### src/rtl/retire_freelist_pkg.sv
// Shared sizing and types for the retirement map / physical register free list.
package retire_freelist_pkg;
    localparam int DISPATCH_WIDTH       = 2;
    localparam int PHYS_REGS            = 64;
    localparam int PHYS_REGS_ADDR_WIDTH = $clog2(PHYS_REGS);
    localparam int ARCH_REGS            = 32;
    localparam int ARCH_ADDR_WIDTH      = $clog2(ARCH_REGS);

    typedef logic [PHYS_REGS_ADDR_WIDTH-1:0] phys_reg_t;
    typedef logic [PHYS_REGS_ADDR_WIDTH:0]   free_count_t;
    typedef logic [ARCH_ADDR_WIDTH-1:0]      arch_reg_t;
    typedef logic [DISPATCH_WIDTH-1:0]       lane_mask_t;

    // Number of set bits in mask below bit position lane; lane == DISPATCH_WIDTH gives the full popcount.
    function automatic free_count_t count_below(input lane_mask_t mask, input int lane);
        free_count_t n;
        n = '0;
        for (int i = 0; i < DISPATCH_WIDTH; i++) begin
            if (i < lane && mask[i]) n = n + free_count_t'(1);
        end
        return n;
    endfunction
endpackage

### src/rtl/retire_freelist_fifo.sv
// Circular free list with packed multi-lane push (at tail) and pop (from head).
module retire_freelist_fifo
    import retire_freelist_pkg::*;
(
    input  logic                             clk,
    input  logic                             rst,
    input  lane_mask_t                       push_en,
    input  phys_reg_t [DISPATCH_WIDTH-1:0]   push_data,
    input  lane_mask_t                       pop_req,
    input  logic                             pop_fire,
    output phys_reg_t [DISPATCH_WIDTH-1:0]   pop_data,
    output free_count_t                      count
);
    localparam int INIT_FREE = PHYS_REGS - ARCH_REGS;

    phys_reg_t   mem [PHYS_REGS];
    phys_reg_t   head;
    phys_reg_t   tail;
    free_count_t n_push;
    free_count_t n_pop;

    assign n_push = count_below(push_en, DISPATCH_WIDTH);
    assign n_pop  = pop_fire ? count_below(pop_req, DISPATCH_WIDTH) : '0;

    always_comb begin
        for (int w = 0; w < DISPATCH_WIDTH; w++) begin
            pop_data[w] = mem[head + phys_reg_t'(count_below(pop_req, w))];
        end
    end

    // Freed regs become visible only after this edge: no push-to-pop bypass.
    always_ff @(posedge clk) begin
        if (rst) begin
            for (int i = 0; i < PHYS_REGS; i++) begin
                mem[i] <= (i < INIT_FREE) ? phys_reg_t'(ARCH_REGS + i) : '0;
            end
            head  <= '0;
            tail  <= phys_reg_t'(INIT_FREE);
            count <= free_count_t'(INIT_FREE);
        end else begin
            for (int w = 0; w < DISPATCH_WIDTH; w++) begin
                if (push_en[w]) mem[tail + phys_reg_t'(count_below(push_en, w))] <= push_data[w];
            end
            head  <= head + phys_reg_t'(n_pop);
            tail  <= tail + phys_reg_t'(n_push);
            count <= count + n_push - n_pop;
        end
    end

    overflow_a: assert property (@(posedge clk) disable iff (rst)
        (int'(count) + int'(n_push)) <= PHYS_REGS);
    underflow_a: assert property (@(posedge clk) disable iff (rst)
        n_pop <= count);
endmodule

### src/rtl/retire_freelist.sv
// Retirement rename map plus physical register free list fed by the ROB commit port.
module retire_freelist
    import retire_freelist_pkg::*;
(
    input  logic                                                clk,
    input  logic                                                rst,
    input  logic [DISPATCH_WIDTH-1:0]                           commit_en,
    input  logic [DISPATCH_WIDTH-1:0][ARCH_ADDR_WIDTH-1:0]      commit_arch_rd,
    input  logic [DISPATCH_WIDTH-1:0][PHYS_REGS_ADDR_WIDTH-1:0] commit_phys_rd,
    input  logic [DISPATCH_WIDTH-1:0]                           alloc_req,
    output logic                                                alloc_ready,
    output logic [DISPATCH_WIDTH-1:0][PHYS_REGS_ADDR_WIDTH-1:0] alloc_phys_rd,
    output logic [PHYS_REGS_ADDR_WIDTH:0]                       free_count,
    input  logic [ARCH_ADDR_WIDTH-1:0]                          rmap_arch,
    output logic [PHYS_REGS_ADDR_WIDTH-1:0]                     rmap_phys
);
    phys_reg_t                       rmap [ARCH_REGS];
    phys_reg_t [DISPATCH_WIDTH-1:0]  freed;
    free_count_t                     count;
    logic                            alloc_fire;

    // Alloc handshake: the bundle fires when alloc_ready && |alloc_req; requests seen while
    // !alloc_ready are ignored and the requester must hold them. Commit lanes are always accepted.
    assign alloc_ready = (count >= free_count_t'(DISPATCH_WIDTH));
    assign alloc_fire  = alloc_ready && (|alloc_req);
    assign free_count  = count;
    assign rmap_phys   = rmap[rmap_arch];

    // A younger lane writing the same arch reg frees the older lane's phys reg, not the stale map entry.
    always_comb begin
        for (int k = 0; k < DISPATCH_WIDTH; k++) begin
            freed[k] = rmap[commit_arch_rd[k]];
            if (commit_arch_rd[k] == '0) begin
                freed[k] = commit_phys_rd[k];
            end else begin
                for (int j = 0; j < DISPATCH_WIDTH; j++) begin
                    if (j < k && commit_en[j] && commit_arch_rd[j] == commit_arch_rd[k])
                        freed[k] = commit_phys_rd[j];
                end
            end
        end
    end

    always_ff @(posedge clk) begin
        if (rst) begin
            for (int i = 0; i < ARCH_REGS; i++) rmap[i] <= phys_reg_t'(i);
        end else begin
            for (int k = 0; k < DISPATCH_WIDTH; k++) begin
                if (commit_en[k] && commit_arch_rd[k] != '0)
                    rmap[commit_arch_rd[k]] <= commit_phys_rd[k];
            end
        end
    end

    retire_freelist_fifo u_fifo (
        .clk       (clk),
        .rst       (rst),
        .push_en   (commit_en),
        .push_data (freed),
        .pop_req   (alloc_req),
        .pop_fire  (alloc_fire),
        .pop_data  (alloc_phys_rd),
        .count     (count)
    );
endmodule
### config.mk
export PLATFORM = sky130hd
export DESIGN_NAME = retire_freelist
export DESIGN_NICKNAME = d
export VERILOG_FILES = /design/src/rtl/retire_freelist_pkg.sv /design/src/rtl/retire_freelist_fifo.sv /design/src/rtl/retire_freelist.sv
export SDC_FILE = /design/constraint.sdc
export NUM_CORES = 2
export LEC_CHECK = 0
export CAP_MARGIN = 20
export CORE_MARGIN = 4
export CORE_UTILIZATION = 59
export CTS_BUF_LIST = sky130_fd_sc_hd__clkbuf_2
export CTS_CLUSTER_DIAMETER = 40
export DETAILED_ROUTE_END_ITERATION = 10
export PLACE_DENSITY = 0.79
export SYNTH_ARGS = -nofsm -noshare
export SYNTH_HDL_FRONTEND = slang
export SYNTH_SLANG_ARGS = --single-unit
### constraint.sdc
create_clock -name clk -period 3.98 [get_ports clk]
set_clock_uncertainty 0.2 [all_clocks]
set_input_delay 0.796 -clock clk [delete_from_list [all_inputs] [get_ports clk]]
set_output_delay 0.796 -clock clk [all_outputs]
set_load 0.01 [all_outputs]
======== Word level (Yosys, flattened, before mapping) ========
Memories as Yosys holds them, arrays and structs flattened. A register that Yosys moved wholly into a read port is not among the register bits.
Cells that the tools add are included.
operators by class
  shift-type cells ........................ 0
  bitwise logic cells ..................... 0
  div/mod/pow operators ................... 0
  $add $sub $neg .......................... 8
  mux-type cells .......................... 37
  multiply operators ...................... 0
  reduce and logical (&&, ||, !) cells .... 13
  $lt $le $gt $ge ......................... 1
  equality and inequality tests ........... 1
operators by type and width
  kind                                                 count
  two-way mux 6 bit                                    12
  adder 6 bit                                          4
  OR reduction 6 bit                                   4
  two-way mux 1 bit                                    20
  two-way mux 7 bit                                    2
  logical NOT 5 bit                                    2
  two-way mux 5 bit                                    2
  nonzero test 5 bit                                   2
  adder 7 x 1 -> 7 bit, second input constant          1
  adder 7 bit                                          1
  >= comparator 7 x 2 -> 1 bit, second input constant  1
  subtractor 7 bit                                     1
  == test 5 bit                                        1
  logical AND 1 bit                                    4
  adder 1 x 1 -> 2 bit, second input constant          1
  two-way mux 2 bit                                    1
  OR reduction 2 bit                                   1
word-level totals
  output and inout bits ................... 26
  bits in latches ......................... 0
  logic and storage cells ................. 65
  RAM bits ................................ 576
  memories ................................ 2
  register bits ........................... 19
  memory bits (read-only) ................. 0
  input port bits ......................... 33
memory list
  memory      depth  width  rd ports  clocked after memory_dff  write ports  line                        RTL
  u_fifo.mem  64     6      2         1                         64           retire_freelist_fifo.sv:16  phys_reg_t mem [PHYS_REGS];
  rmap        32     6      3         0                         32           retire_freelist.sv:17       phys_reg_t rmap [ARCH_REGS];

======== Logic depth before layout (Yosys ltp) ========
  word-level depth ........................ 7
  mapped depth ............................ 17
  mapped depth without buffers ............ 17

======== Cells and area by module ========
Synthesis repeated with hierarchy kept, for this count alone.
second synthesis, totals
  cells, all modules ...................... 3594
  area, all modules ....................... 39469.1 um2
by module, submodules not included
  module                times used  area each (um2)  cells each
  retire_freelist_fifo  1           26080.0          2520
  retire_freelist       1           13389.1          1074

======== Least setup slack after synthesis ========
Ideal clock, no wire load.
  path type ............................... input to output
  start point ............................. input port alloc_req[0]
  end point ............................... output port alloc_phys_rd[10] (netlist name)
  data arrival time ....................... 3.178 ns
  required time ........................... 2.984 ns
  cell stages on the path ................. 9
  setup slack ............................. -0.194 ns
  cells stage by stage .................... ha_1 -> ha_1 -> clkbuf_1 -> buf_1 -> clkbuf_1 -> mux4_2 -> mux4_2 -> a22oi_1 -> nand2_1
RTL lines
  element             line                   RTL
  start: declaration  retire_freelist.sv:10  input logic [DISPATCH_WIDTH-1:0] alloc_req,
  end: declaration    retire_freelist.sv:12  output logic [DISPATCH_WIDTH-1:0][PHYS_REGS_ADDR_WIDTH-1:0] alloc_phys_rd,

==> results.md <==
- Post-DP HPWL: 109,000 µm
- DRC Markers: 0
- Std-Cell Rows: 92
- P&R area growth vs syn: 18.94%
- VDD IR max: between 0.2 and 0.3 mV
- Initial Utilization: roughly 60%
- Most common cell after layout, fill and taps aside: edfxtp_1
- Combinational group share of total power: 36.2%
- Worst setup margin: -1111 ps
- Vias: 32,900
- Cell Area, Placed: roughly 0.042 mm²
- Core footprint: 0.06308 mm²
- Die Y: approximately 260 µm
- GP Congestion: between 1 and 1.5
- Final WL: around 150,000 µm
- Design area: between 0.04 and 0.05 mm²
- Worst-path maximum fanout: 5
- WL/cell: between 30 and 40 µm
- Share of layout cells above drive strength 1: 35.19%
- Max Clock Freq: 196.4 MHz
- Post-synth top area share: between 40% and 50%
- Synth Register Bits: between 500 and 600
- Final hold vios: 0
- Internal Pwr Total: about 12 mW
- Pin count of the biggest net entering global routing: roughly 80
- Clock sinks: between 500 and 600
- Mean number of vias per cell: between 7 and 8
- Pwr Total: 18.81 mW
- Initial antenna violation count: 5
- Worst slew margin: approximately 29%
- First-pass GRT wire length: 219,100 µm
- I/O pin cnt: around 60
- Async S/R FF share, synth: 0%
- Clock slew at reported path FFs: around 100 ps
- H-tree Lvls: 4
- Buffers on Ports: between 50 and 60
- Clk root buf: clkbuf_2
- Cell accounting for the most synthesized area: edfxtp_1
- Number of synthesized flops with an enable pin: 576
- Final setup TNS: -14,540 ps
- Worst hold path class: primary input to register
- Pleak: between 10 and 15 nW
- Crit path arrival time: 4100 ps
- Worst EP required: ~3000 ps
- DR pass1 iterations: 9
- Setup violations, final: 18
- Max Cap Viol: 0
- Synth area leaders: edfxtp_1 (46%), mux4_2 (22%), o22ai_1 (5.1%), a22oi_1 (4.1%), nor2_1 (2.2%)
- DIE AREA: 0.06775 mm²
- GRT overflow: 0
- Yosys warns: 0
- Cell count after synthesis: 2,865
- Num CTS Buffers: around 150
- Die X: 260.3 µm
- Post-route ant nets: 0
- GRT Overall Usage: a little under half
- Vias in the first global route: around 32,000
- Commonest cells after routing, fill and taps aside: edfxtp_1 (576), mux4_2 (364), buf_4 (361)
- Area of the mapped netlist: 0.03755 mm²
- DRT iter0 DRCs: slightly above 5,000
- Final Cycle Share: 127.9%
- NumNets Final: about 3,300
- Register area share after synthesis: 47.07%
- Sequential share of power: about two fifths
- Min Tclk post-route: approximately 5000 ps
- Slew Limit Fails: 0
- Clock share of power: roughly a quarter
- Status: finished with violations
- Clock Latency Late Sink: 1440 ps
- NetSw: 6.510 mW
- Syn_area_per_cell: between 10 and 15 µm²
- Critical Path End Type: output port
- Bufs on Longest Clock Path: 3
- Slew @ Worst Pin: ~1100 ps
- Failing checks: setup timing
- Number of distinct library cells after synthesis: 82
- Top FF cell, synth: edfxtp_1
- Crit Path Class: register to output port
- Sw Ratio: 34.61%
- RSZ-0062 raised after global routing: yes
- Startpoint Class: register
- Power Density: between 400 and 500 mW/mm²
- CTS tree: yes
==> synthesized netlist by cell type (6+ instances only) <==
cell,count
nand2b_1,21
inv_1,26
mux2_2,12
a22oi_1,205
dfxtp_1,19
a311o_1,8
nand2_1,202
clkbuf_1,143
o21ai_0,36
mux4_2,364
or3_1,65
nor2b_1,13
xnor2_1,12
o32ai_1,6
nor2_1,223
edfxtp_1,576
a211o_1,10
nor3_1,71
o22ai_2,6
nand2_2,7
o22ai_1,304
a22o_1,78
xor2_1,12
and4_1,8
nor4_2,6
buf_6,18
nor4_1,8
buf_2,104
clkinv_1,7
buf_4,11
mux2i_1,67
and2_1,9
buf_1,13
nand3_1,20
ha_1,24
nand4_1,28
a21oi_1,35
==> power groups by stage <==
stage	registers [mW]	clock network (mW)	logic [mW]
after floorplan	7.41	0	3.64
after global placement	7.56	0	5.87
after detailed placement	7.57	0	5.98
after CTS	7.42	4.51	6.51
after global routing	7.46	4.87	6.99
final	7.45	4.54	6.82
==> logic make-up (layout without fill, tap and decap cells) <==
kind of cell	count (synthesis)	count (layout)	synth area share (%)
AO/OA/AOI/OAI	737	737	14.24
XOR/XNOR	24	24	0.5597
adder cells (fa/ha/maj)	28	28	1.013
buffers and inverters	322	845	4.035
flip-flops	595	595	47.07
multiplexers	443	443	23.98
other	1	15	0.009986
AND/OR/NAND/NOR	715	715	9.092
==> critical path: stages, from the launching register on <==
cell     delay [ps]
dfxtp_4         390
ha_4            290
buf_12          130
buf_8           130
buf_16          120
mux4_2          500
mux4_2          540
a22oi_2         300
nand2_1         120
buf_2           160
==> cell type report <==
class                           instances  area, µm²
Clock inverter                         72      480.5
Clock buffer                          200       1001
Antenna cell                            9      22.52
Multi-Input combinational cell       1953      18660
Sequential cell                       595      17690
Fill cell                            4403      18410
Tap cell                              846       1059
Timing Repair Buffer                  540       5637
Inverter                               33      123.9
==> state kept, by name, indices dropped and copies added, names as in the netlist <==
signal	flops
u_fifo.count	7
rmap	192
u_fifo.tail	6
u_fifo.mem	384
u_fifo.head	6
==> stage by stage <==
step / utilization [%] / worst slack [ps] / cells / hold WS, ps
final: 70.81 / -1111 / 4248 / 138.7
after global routing: 70.80 / -1199 / 4247 / 75.12
after CTS: 70.45 / -1134 / 4226 / 42.67
after detailed placement: 66.77 / -1284 / 3902 / 499.0
after global placement: 66.77 / -1230 / 3902 / 463.1
after floorplan: - / 40.68 / 2870 / 383.5
==> layer usage <==
metal	global-route usage (%)	share of wire, %	vias up
met2	70.15	45	3464
met3	13.33	14	916
met4	35.34	10	4
li1	-	-	12870
met5	0	0.019	-
met1	53.11	30	15650
==> timing repair <==
action                                  CTS  global route
hold buffers                              4             0
hold endpoints to repair                 78             0
buffers inserted                         39            14
pin swaps                                16             5
cloned                                    9             3
resized for setup                       153            24
endpoints found under the setup margin   19            18
==> path summary, 6_finish.rpt <==
kind | startpoint | depth (start not counted) | slack, ps | to
setup reg to reg | u_fifo.count[3] | 17 | 550 | u_fifo.count[6]
setup / recovery | u_fifo.head[0] | 9 | -1110 | alloc_phys_rd[8]
hold reg to reg | u_fifo.tail[4] | 3 | 510 | u_fifo.tail[4]
hold / removal | commit_arch_rd[0] | 3 | 140 | rmap[9][1]
Power figures use the tool's default switching activity.
